===== config.mk =====
export PLATFORM = sky130hd
export DESIGN_NAME = servo_ramp_controller
export DESIGN_NICKNAME = d
export VERILOG_FILES = /design/src/rtl/servo_ramp_controller.sv
export SDC_FILE = /design/constraint.sdc
export NUM_CORES = 1
export LEC_CHECK = 0
export CAP_MARGIN = 20
export CORE_MARGIN = 2
export CORE_UTILIZATION = 55
export CTS_CLUSTER_DIAMETER = 40
export DETAILED_ROUTE_END_ITERATION = 10
export PLACE_DENSITY = 0.77
export SLEW_MARGIN = 5
export SYNTH_ARGS = -nofsm -noshare
export SYNTH_HDL_FRONTEND = slang
export SYNTH_SLANG_ARGS = --single-unit
export TNS_END_PERCENT = 20

===== constraint.sdc =====
create_clock -name clock -period 7.5 [get_ports clock]
set_clock_uncertainty 0.15 [all_clocks]
set_input_delay 2.25 -clock clock [delete_from_list [all_inputs] [get_ports clock]]
set_output_delay 2.25 -clock clock [all_outputs]
set_load 0.01 [all_outputs]

===== src/rtl/servo_ramp_controller.sv =====
// -----------------------------------------------------------------------------
// servo_ramp_controller
//
// Purpose:
//   Two-channel duty-cycle ramp generator sitting behind a custom-instruction
//   port. Software writes a target and a step per channel; once per frame
//   (2^FRAME_BITS cycles) each channel moves its current duty one step toward
//   its target, landing exactly on it. The current duty feeds a downstream PWM
//   stage together with a one-cycle load strobe.
//
// Handshake:
//   The instruction port is single-cycle. select = start & (ciN == customId).
//   done mirrors select combinationally and result is valid in that same
//   cycle. Any write takes effect at the clock edge that ends the select
//   cycle. There is no back-pressure.
//
// Ports:
//   clock    in   1   system clock, rising edge
//   reset    in   1   asynchronous, active-high reset
//   start    in   1   custom-instruction strobe
//   ciN      in   8   custom-instruction number
//   valueA   in  32   [1:0] opcode, [2] channel select
//   valueB   in  32   operand, [19:0] used
//   done     out  1   instruction completion (combinational)
//   result   out 32   read data, zero when not selected
//   dutyOut0 out 20   channel 0 current duty
//   dutyOut1 out 20   channel 1 current duty
//   dutyLoad out  2   per-channel strobe, high in the first cycle a new duty
//                     value is presented
//   rampIrq  out  1   one-cycle arrival pulse (only with SERVO_RAMP_IRQ_EN)
//
// Opcodes:
//   00 target[ch] = min(valueB[19:0], MAX_DUTY)
//   01 step[ch]   = valueB[19:0]        (0 = jump straight to target)
//   10 result     = {12'b0, current[ch]}
//   11 result     = {28'b0, ramping[1:0], arrived[1:0]}, clears arrived
//
// Configuration macro:
//   SERVO_RAMP_IRQ_EN  when defined, rampIrq pulses for one cycle whenever
//                      either channel reaches its target; otherwise rampIrq
//                      is tied to 0.
// -----------------------------------------------------------------------------
module servo_ramp_controller #(
    parameter logic [7:0]  customId   = 8'h00,
    parameter int          FRAME_BITS = 20,
    parameter logic [19:0] MAX_DUTY   = 20'hFFFFF
) (
    input  logic        clock,
    input  logic        reset,
    input  logic        start,
    input  logic [7:0]  ciN,
    input  logic [31:0] valueA,
    input  logic [31:0] valueB,
    output logic        done,
    output logic [31:0] result,
    output logic [19:0] dutyOut0,
    output logic [19:0] dutyOut1,
    output logic [1:0]  dutyLoad,
    output logic        rampIrq
);

    typedef enum logic [1:0] {
        ST_IDLE = 2'd0,
        ST_UP   = 2'd1,
        ST_DOWN = 2'd2
    } ramp_state_t;

    // Registered state
    logic [FRAME_BITS-1:0] r_frame_cnt;
    logic [19:0]           r_current [2];
    logic [19:0]           r_target  [2];
    logic [19:0]           r_step    [2];
    ramp_state_t           r_state   [2];
    logic [1:0]            r_arrived;
    logic [1:0]            r_load;

    // Decode
    logic        w_select;
    logic [1:0]  w_op;
    logic        w_ch;
    logic [19:0] w_target_clamped;
    logic        w_tick;
    logic        w_clr_arrived;
    logic        w_unused_bits;

    // Per-channel next-state
    logic [20:0] w_sum      [2];
    logic [20:0] w_dif      [2];
    logic [19:0] w_cur_next [2];
    ramp_state_t w_state_next [2];
    logic [1:0]  w_arrive;
    logic [1:0]  w_ramping;

    assign w_select         = start && (ciN == customId);
    assign w_op             = valueA[1:0];
    assign w_ch             = valueA[2];
    assign w_target_clamped = (valueB[19:0] > MAX_DUTY) ? MAX_DUTY : valueB[19:0];
    assign w_tick           = &r_frame_cnt;
    assign w_clr_arrived    = w_select && (w_op == 2'b11);
    assign w_unused_bits    = &{1'b0, valueA[31:3], valueB[31:20]};

    assign done     = w_select;
    assign dutyOut0 = r_current[0];
    assign dutyOut1 = r_current[1];
    assign dutyLoad = r_load;

    always_comb begin
        result = 32'd0;
        if (w_select) begin
            case (w_op)
                2'b10:   result = {12'd0, r_current[w_ch]};
                2'b11:   result = {28'd0, w_ramping, r_arrived};
                default: result = 32'd0;
            endcase
        end
    end

    // Stepping is gated by both the state and the live comparison, so a tick
    // that lands in the single cycle between a reversing target write and the
    // state catching up simply does not move. The tick always compares against
    // the target register as it stood before this edge, so a target written in
    // the tick cycle only takes effect from the next tick.
    always_comb begin
        for (int i = 0; i < 2; i++) begin
            w_sum[i]        = {1'b0, r_current[i]} + {1'b0, r_step[i]};
            w_dif[i]        = {1'b0, r_current[i]} - {1'b0, r_step[i]};
            w_cur_next[i]   = r_current[i];
            w_state_next[i] = r_state[i];
            w_arrive[i]     = 1'b0;
            w_ramping[i]    = (r_state[i] != ST_IDLE);

            if (w_tick && (r_state[i] == ST_UP) && (r_target[i] > r_current[i])) begin
                if ((r_step[i] == 20'd0) || (w_sum[i] >= {1'b0, r_target[i]}))
                    w_cur_next[i] = r_target[i];
                else
                    w_cur_next[i] = w_sum[i][19:0];
            end else if (w_tick && (r_state[i] == ST_DOWN) && (r_target[i] < r_current[i])) begin
                // w_dif[20] is the borrow: stepping below zero clamps to target.
                if ((r_step[i] == 20'd0) || w_dif[i][20] || (w_dif[i][19:0] <= r_target[i]))
                    w_cur_next[i] = r_target[i];
                else
                    w_cur_next[i] = w_dif[i][19:0];
            end

            if (r_target[i] > w_cur_next[i])
                w_state_next[i] = ST_UP;
            else if (r_target[i] < w_cur_next[i])
                w_state_next[i] = ST_DOWN;
            else
                w_state_next[i] = ST_IDLE;

            // Arrival is a ramp ending, not an idle channel staying idle.
            w_arrive[i] = (r_state[i] != ST_IDLE) && (w_state_next[i] == ST_IDLE);
        end
    end

    always_ff @(posedge clock or posedge reset) begin
        if (reset) begin
            r_frame_cnt <= '0;
            r_arrived   <= 2'b00;
            r_load      <= 2'b00;
            for (int i = 0; i < 2; i++) begin
                r_current[i] <= 20'd0;
                r_target[i]  <= 20'd0;
                r_step[i]    <= 20'd1;
                r_state[i]   <= ST_IDLE;
            end
        end else begin
            r_frame_cnt <= r_frame_cnt + {{(FRAME_BITS-1){1'b0}}, 1'b1};
            for (int i = 0; i < 2; i++) begin
                r_current[i] <= w_cur_next[i];
                r_state[i]   <= w_state_next[i];
                r_load[i]    <= (w_cur_next[i] != r_current[i]);
                // A new arrival wins over a same-cycle status-read clear.
                r_arrived[i] <= w_arrive[i] | (r_arrived[i] & ~w_clr_arrived);
            end
            if (w_select && (w_op == 2'b00))
                r_target[w_ch] <= w_target_clamped;
            if (w_select && (w_op == 2'b01))
                r_step[w_ch] <= valueB[19:0];
        end
    end

`ifdef SERVO_RAMP_IRQ_EN
    logic r_irq;

    always_ff @(posedge clock or posedge reset) begin
        if (reset)
            r_irq <= 1'b0;
        else
            r_irq <= |w_arrive;
    end

    assign rampIrq = r_irq;
`else
    assign rampIrq = 1'b0;
`endif

endmodule


==> results of run 1 <==
[routing by layer]
metal	GRT usage (%)	vias to the layer above	routed length, um
met4	21.7	0	3580
li1	-	7756	-
met1	45.8	7830	22800
met3	4.50	190	4530
met5	0	-	0
met2	59.9	797	26800
[cell families (layout without fill, tap and decap cells)]
kind of cell,Yosys count,after routing
fa+ha+maj,245,245
simple gates,590,590
mux,108,108
compound gates,572,572
xor+xnor,138,138
buf+inv,305,446
other cells,1,13
flops,148,148
[power groups by stage]
| stage | Clock [mW] | Combinational (mW) | Sequential [mW] |
|---|---|---|---|
| after floorplan | 0 | 0.212 | 0.826 |
| after global placement | 0 | 0.332 | 0.828 |
| after detailed placement | 0 | 0.336 | 0.829 |
| after CTS | 0.942 | 0.339 | 0.814 |
| after global routing | 0.983 | 0.374 | 0.814 |
| final | 0.943 | 0.351 | 0.814 |
[synth_stat cells, drive strengths merged, types with 12 or more instances]
| master | count | area (um2) |
|---|---|---|
| nor2 | 161 | 604 |
| mux2 | 47 | 529 |
| xor2 | 27 | 236 |
| o21ai | 185 | 926 |
| nand3 | 37 | 185 |
| ha | 241 | 3020 |
| o21a | 17 | 128 |
| nor4 | 31 | 206 |
| buf | 34 | 199 |
| a211oi | 25 | 193 |
| nand2b | 30 | 195 |
| clkbuf | 69 | 260 |
| nand4 | 41 | 257 |
| or3 | 16 | 105 |
| nand2 | 179 | 672 |
| xnor2 | 108 | 946 |
| nor2b | 21 | 131 |
| dfrtp | 146 | 3650 |
| inv | 201 | 754 |
| a21o | 25 | 188 |
| o211ai | 18 | 135 |
| o22ai | 16 | 100 |
| mux2i | 61 | 611 |
| and3 | 12 | 75.1 |
| a21oi | 167 | 836 |
| nor3 | 29 | 145 |
[registers in the layout (all words and copies together), names as in the netlist]
| register | flops |
|---|---|
| dutyOut1 | 20 |
| dutyLoad | 2 |
| r_frame_cnt | 20 |
| r_target | 40 |
| r_step | 40 |
| r_state | 4 |
| dutyOut0 | 20 |
| r_arrived | 2 |
[what timing repair did]
| item | in CTS | in global routing |
|---|---|---|
| buffers inserted | 0 | 7 |
| resized for setup | 0 | 16 |
| setup endpoints to repair | 0 | 6 |
[final timing paths]
kind,slack [ps],end,cells past startpoint,from
max reg2reg,380,r_arrived[1]$_DFF_PP0_,33,r_step[5]$_DFFE_PP0P_
min in group asynchronous,2000,dutyOut1[5]$_DFF_PP0_,2,reset
min,320,r_frame_cnt[10]$_DFF_PP0_,1,r_frame_cnt[10]$_DFF_PP0_
max,320,result[0],7,ciN[2]
min reg2reg,320,r_frame_cnt[10]$_DFF_PP0_,1,r_frame_cnt[10]$_DFF_PP0_
max in group asynchronous,3980,r_target[19]$_DFFE_PP0P_,3,reset
[stage by stage]
stage	util (%)	hold slack [ps]	cells	area, um2	worst slack, ps
2_1_floorplan	-	288	2119	16800	654
3_3_place_gp	62.6	301	2610	18600	431
3_5_place_dp	62.6	307	2610	18600	322
4_1_cts	64.7	319	2642	19300	313
5_1_grt	65.1	328	2650	19400	-18.8
6_report	65.1	322	2650	19400	318
[cell type report]
type,count,area [um2]
clock buffer,17,425
inverter,202,763
tap,390,488
clock inverter,15,195
sequential,148,3710
timing repair buffer,212,1850
multi-input combinational,1666,12000
fill,2552,10400
==> qor.yml, run 1 <==
status:
  status: "finished clean"
critical_path:
  cp_slowest_cell: "clkdlybuf4s50_1"
  crit_family: "simple AND/OR/NAND/NOR gates"
  cp.arrival_ps: 4780
  required_ps: 5100
  crit_fanout: 6
  cp_cell_sequence: "clkdlybuf4s50_1, nor4_1, nand3b_1, nor4_1, nand3_1, o22ai_1, clkdlybuf4s50_1"
  cp.buffers_inverters: 2
  end_kind: "output pin"
  slowest_delay_ps: 580
  path_class: "in2out"
  start_kind: "input port"
detailed_routing:
  via_per_inst: 6.25
  ant_nets: 0
  first_pass_iters: 6
  drc: 0
  vias: 16600
  routed_wl_mm: 57.7
  post_drt_wl_per_cell_um: 21.8
  drt-initial-drc-count: 1663
cells_and_area:
  layout-drive-gt1-share_pct: 10.4
  nets: 2567
  n_antenna_cell: 0
  final_common_cell: "ha_1"
  final_cell_mix: "241 x ha_1, 199 x inv_1, 179 x nand2_1"
  areaGrowthSynthToFinish_pct: 15.6
floorplan:
  die_area_um2: 31900
  initial_utilization_pct: 56.3
  ioPinCount: 151
  die_w_um: 179
  core.rowCount: 63
  coreArea_um2: 29800
  die_y_um: 179
timing:
  relSlewSlack_pct: 35.8
  slew_viol_final: 0
  fin_tns_setup_ps: 0
  setup_viol: 0
  min_period_ps: 7180
  worst_pin_slew_ps: 960
  finalCritPeriodShare_pct: 95.8
  hold_viol: 0
  clock.fmax_mhz: 139
cts:
  clk_path_buf_depth: 2
  numCtsBuffers: 17
  cts_htree_levels: 4
  clkTransAtPathRegs_ps: 70
  cts.sinks: 148
  cts_tree: "done"
  root_buffer: "clkbuf_16"
  clock_latency_ps: 450
  ctsHoldBuffers: 0
synth:
  synth_xor_area_share_pct: 7.45
  synth.avg_cell_area_um2: 7.96
  synth_edf_count: 0
  synth_compound_area_share_pct: 21.1
  synthCells: 2107
  ys_async_sr_fraction_pct: 100
  synthSimpleGateAreaFrac_pct: 16.8
  synthMuxAreaShare_pct: 6.80
  synthAdderAreaFrac_pct: 18.5
  ys.flop_type: "dfrtp_1"
  ys_types: 78
  yosys_warnings: 0
  ys_ff_latch: 148
  synth_top_family_by_area: "compound AO/OA/AOI/OAI gates"
  syn-cell-area_um2: 16800
  yosysSeqAreaShare_pct: 22.1
placement:
  gp_congestion: 0.990
  dp_hpwl_mm: 46.2
  io_buffers: 96
power_and_ir_drop:
  clockPowerShare_pct: 44.7
  p_int_mw: 1.48
  p_sw_mw: 0.625
  leakage_nw: 8.93
  power.density_nw_per_um2: 109
  power_frac_seq_pct: 38.6
  sw_frac_of_total_pct: 29.6
  peakVddDrop_v: 0.000141
  pwr-share-comb_pct: 16.6
  p_total_mw: 2.11
grt:
  grt_pass1_wl_mm: 88.2
  grt_pass1_vias: 15900
  overflow: 0
  grt_max_degree: 67
  antenna_found_initial: 0
  grt.total_usage_pct: 36.4
run:
  drv_cap: 0
worst_hold_path:
  hp-class: "reg2reg"
No activity file was read; power rests on OpenSTA's default activity.
==> run 2, diff against run 1 <==
--- a/config.mk
+++ b/config.mk
@@ -10,6 +10,7 @@
 export CORE_UTILIZATION = 55
 export CTS_CLUSTER_DIAMETER = 40
 export DETAILED_ROUTE_END_ITERATION = 10
+export GPL_TIMING_DRIVEN = 1
 export PLACE_DENSITY = 0.77
 export SLEW_MARGIN = 5
 export SYNTH_ARGS = -nofsm -noshare
==> constraint.sdc (replaced) <==
create_clock -name clock -period 8.2 [get_ports clock]
set_clock_uncertainty 0.15 [all_clocks]
set_input_delay 2.46 -clock clock [delete_from_list [all_inputs] [get_ports clock]]
set_output_delay 2.46 -clock clock [all_outputs]
set_load 0.01 [all_outputs]
==> run 2 against run 1 <==
Non-clock buffer count fell by 58. Sequential share of layout area rose by 0.57 points. Die area did not move. Sequential cell count stayed put. Via count decreased by 2.6%. Routed wire length down 2.0%. Cell area is 2.9% lower. Utilization shrank 1.9 points. Worst hold slack gained 2.7 ps. Sequential power is 8.4% lower. Clock power decreased by 17%. Worst setup slack better by 110 ps. Critical endpoint is now r_arrived[1]$_DFF_PP0_. Largest power group unchanged. Highest routed layer unchanged.
==> qor.yml, run 2 (synthesis gave the netlist of run 1 again) <==
critical_path:
  cp_slowest_cell: "or4_1"
  required_ps: 8380
  cp.arrival_ps: 7950
  cp.buffers_inverters: 3
  path_class: "reg2reg"
  end_kind: "flop"
  crit_fanout: 16
  slowest_delay_ps: 620
  cpMostUsedCell: "o21ai_0"
  crit_family: "compound AO/OA/AOI/OAI gates"
  start_kind: "flop"
cells_and_area:
  final_cells: 2591
  fillers: 2641
  n_antenna_cell: 0
  final_cell_mix: "241 x ha_1, 199 x inv_1, 182 x o21ai_0"
  layout-drive-gt1-share_pct: 7.41
  final_common_cell: "ha_1"
  nets: 2509
  areaGrowthSynthToFinish_pct: 12.3
  reg_top3: "r_step (40), r_target (40)"
cts:
  numCtsBuffers: 17
  cts_tree: "done"
  clk_path_buf_depth: 2
  clkTransAtPathRegs_ps: 60
  clock_latency_ps: 450
  root_buffer: "clkbuf_16"
  cts_htree_levels: 4
  cts.sinks: 148
  cts_setup_buffers: 0
worst_hold_path:
  hp-class: "reg2reg"
grt:
  grt.total_usage_pct: 36.1
  grt_pass1_vias: 15800
  overflow: 0
  grt_pass1_wl_mm: 87.4
  antenna_found_initial: 0
  grt_max_degree: 105
timing:
  min_period_ps: 7780
  clock.fmax_mhz: 129
  slew_viol_final: 0
  rsz0062_at_grt: "no"
  fin_tns_setup_ps: 0
  worst_pin_slew_ps: 1070
  finalCritPeriodShare_pct: 94.8
  setup_viol: 0
  worst_slack_ps: 424
  relSlewSlack_pct: 28.4
  hold_viol: 0
detailed_routing:
  drc: 0
  ant_nets: 0
  via_per_inst: 6.23
  vias: 16100
  drt-initial-drc-count: 1326
  routed_wl_mm: 56.5
  first_pass_iters: 8
  post_drt_wl_per_cell_um: 21.8
placement:
  dp_hpwl_mm: 45.7
  place_ws_ps: 599
  dp_cells: 2560
  gp_congestion: 1.01
  io_buffers: 96
power_and_ir_drop:
  leakage_nw: 8.59
  p_total_mw: 1.82
  power.density_nw_per_um2: 96.5
  peakVddDrop_v: 0.000153
floorplan:
  core.rowCount: 63
  die_area_um2: 31900
  ioPinCount: 151
  die_y_um: 179
  coreArea_um2: 29800
  die_w_um: 179
  initial_utilization_pct: 56.3
run:
  drv_cap: 0
status:
  status: "finished clean"
[run 2: cell count changes in the layout (fill, tap and decap cells not counted), moves of 2 or more]
cell,previous run,this run
buf_4,114,58
inv_6,7,3
o21ai_0,178,182
a211oi_1,21,24
a211oi_2,4,1
clkbuf_1,0,3
clkinvlp_4,1,4
inv_8,2,0
o21ai_1,5,3
o21ai_2,2,0
[run 2: metrics by stage]
step / utilization (%) / area [um2] / hold WS [ps]
6_report: 63.2 / 18800 / 324
5_1_grt: 63.2 / 18800 / 335
4_1_cts: 63.2 / 18800 / 326
3_5_place_dp: 61.3 / 18300 / 310
3_3_place_gp: 61.3 / 18300 / 303
2_1_floorplan: - / 16800 / 288
[run 2: metal layers]
metal,global-route usage (%),up-vias,part of all wire [%]
li1,-,7632,-
met1,44.8,7661,40
met2,60.6,687,47
met3,4.24,160,6.4
met4,20.5,0,6.1
met5,0,-,0
[run 2: worst register-to-register path, delay by kind of cell (launching register included)]
kind | cells | cell delay (ps)
AOI/OAI and AO/OA | 14 | 2930
and+or+nand+nor | 12 | 2460
adders and majority gates | 3 | 1030
DFF | 1 | 460
buffers and inverters | 3 | 430
xor gates and xnor gates | 1 | 200
[run 2: report_power, final]
part           leakage [nW]  internal (mW)  switching [mW]
registers              1.83          0.736         0.00917
logic                  6.50          0.114           0.179
clock network         0.263          0.448           0.331
[run 2: worst paths after layout]
| path | to | from | depth (start not counted) | slack, ps |
|---|---|---|---|---|
| worst max-delay path | r_arrived[1]$_DFF_PP0_ | r_step[10]$_DFFE_PP0P_ | 33 | 420 |
| worst min-delay path | r_frame_cnt[10]$_DFF_PP0_ | r_frame_cnt[10]$_DFF_PP0_ | 1 | 320 |
| worst max register to register | r_arrived[1]$_DFF_PP0_ | r_step[10]$_DFFE_PP0P_ | 33 | 420 |
| worst min register to register | r_frame_cnt[10]$_DFF_PP0_ | r_frame_cnt[10]$_DFF_PP0_ | 1 | 320 |
| max in group asynchronous | r_target[15]$_DFFE_PP0P_ | reset | 3 | 4230 |
| min in group asynchronous | dutyOut1[0]$_DFF_PP0_ | reset | 2 | 2440 |
[run 2: cell type report]
type                            count  area, um2  share of cell area (%)
Sequential cell                   148       3710                    19.7
Inverter                          202        763                    4.05
Timing Repair Buffer              154       1400                    7.41
Multi-Input combinational cell   1666      11900                    63.3
Tap cell                          390        488                    2.59
Clock inverter                     11        130                   0.691
Clock buffer                       20        437                    2.32
[run 2: repair_timing]
action,CTS,global route
endpoints found under the hold margin,0,0
setup endpoints to repair,0,1
gates resized for setup,0,1
hold buffers,0,0
==> run 3, diff against run 2 <==
--- a/config.mk
+++ b/config.mk
@@ -5,7 +5,6 @@
 export SDC_FILE = /design/constraint.sdc
 export NUM_CORES = 1
 export LEC_CHECK = 0
-export CAP_MARGIN = 20
 export CORE_MARGIN = 2
 export CORE_UTILIZATION = 55
 export CTS_CLUSTER_DIAMETER = 40
==> results of run 3 <==
The final DEF is identical to that of run 2; final timing and power are the same.
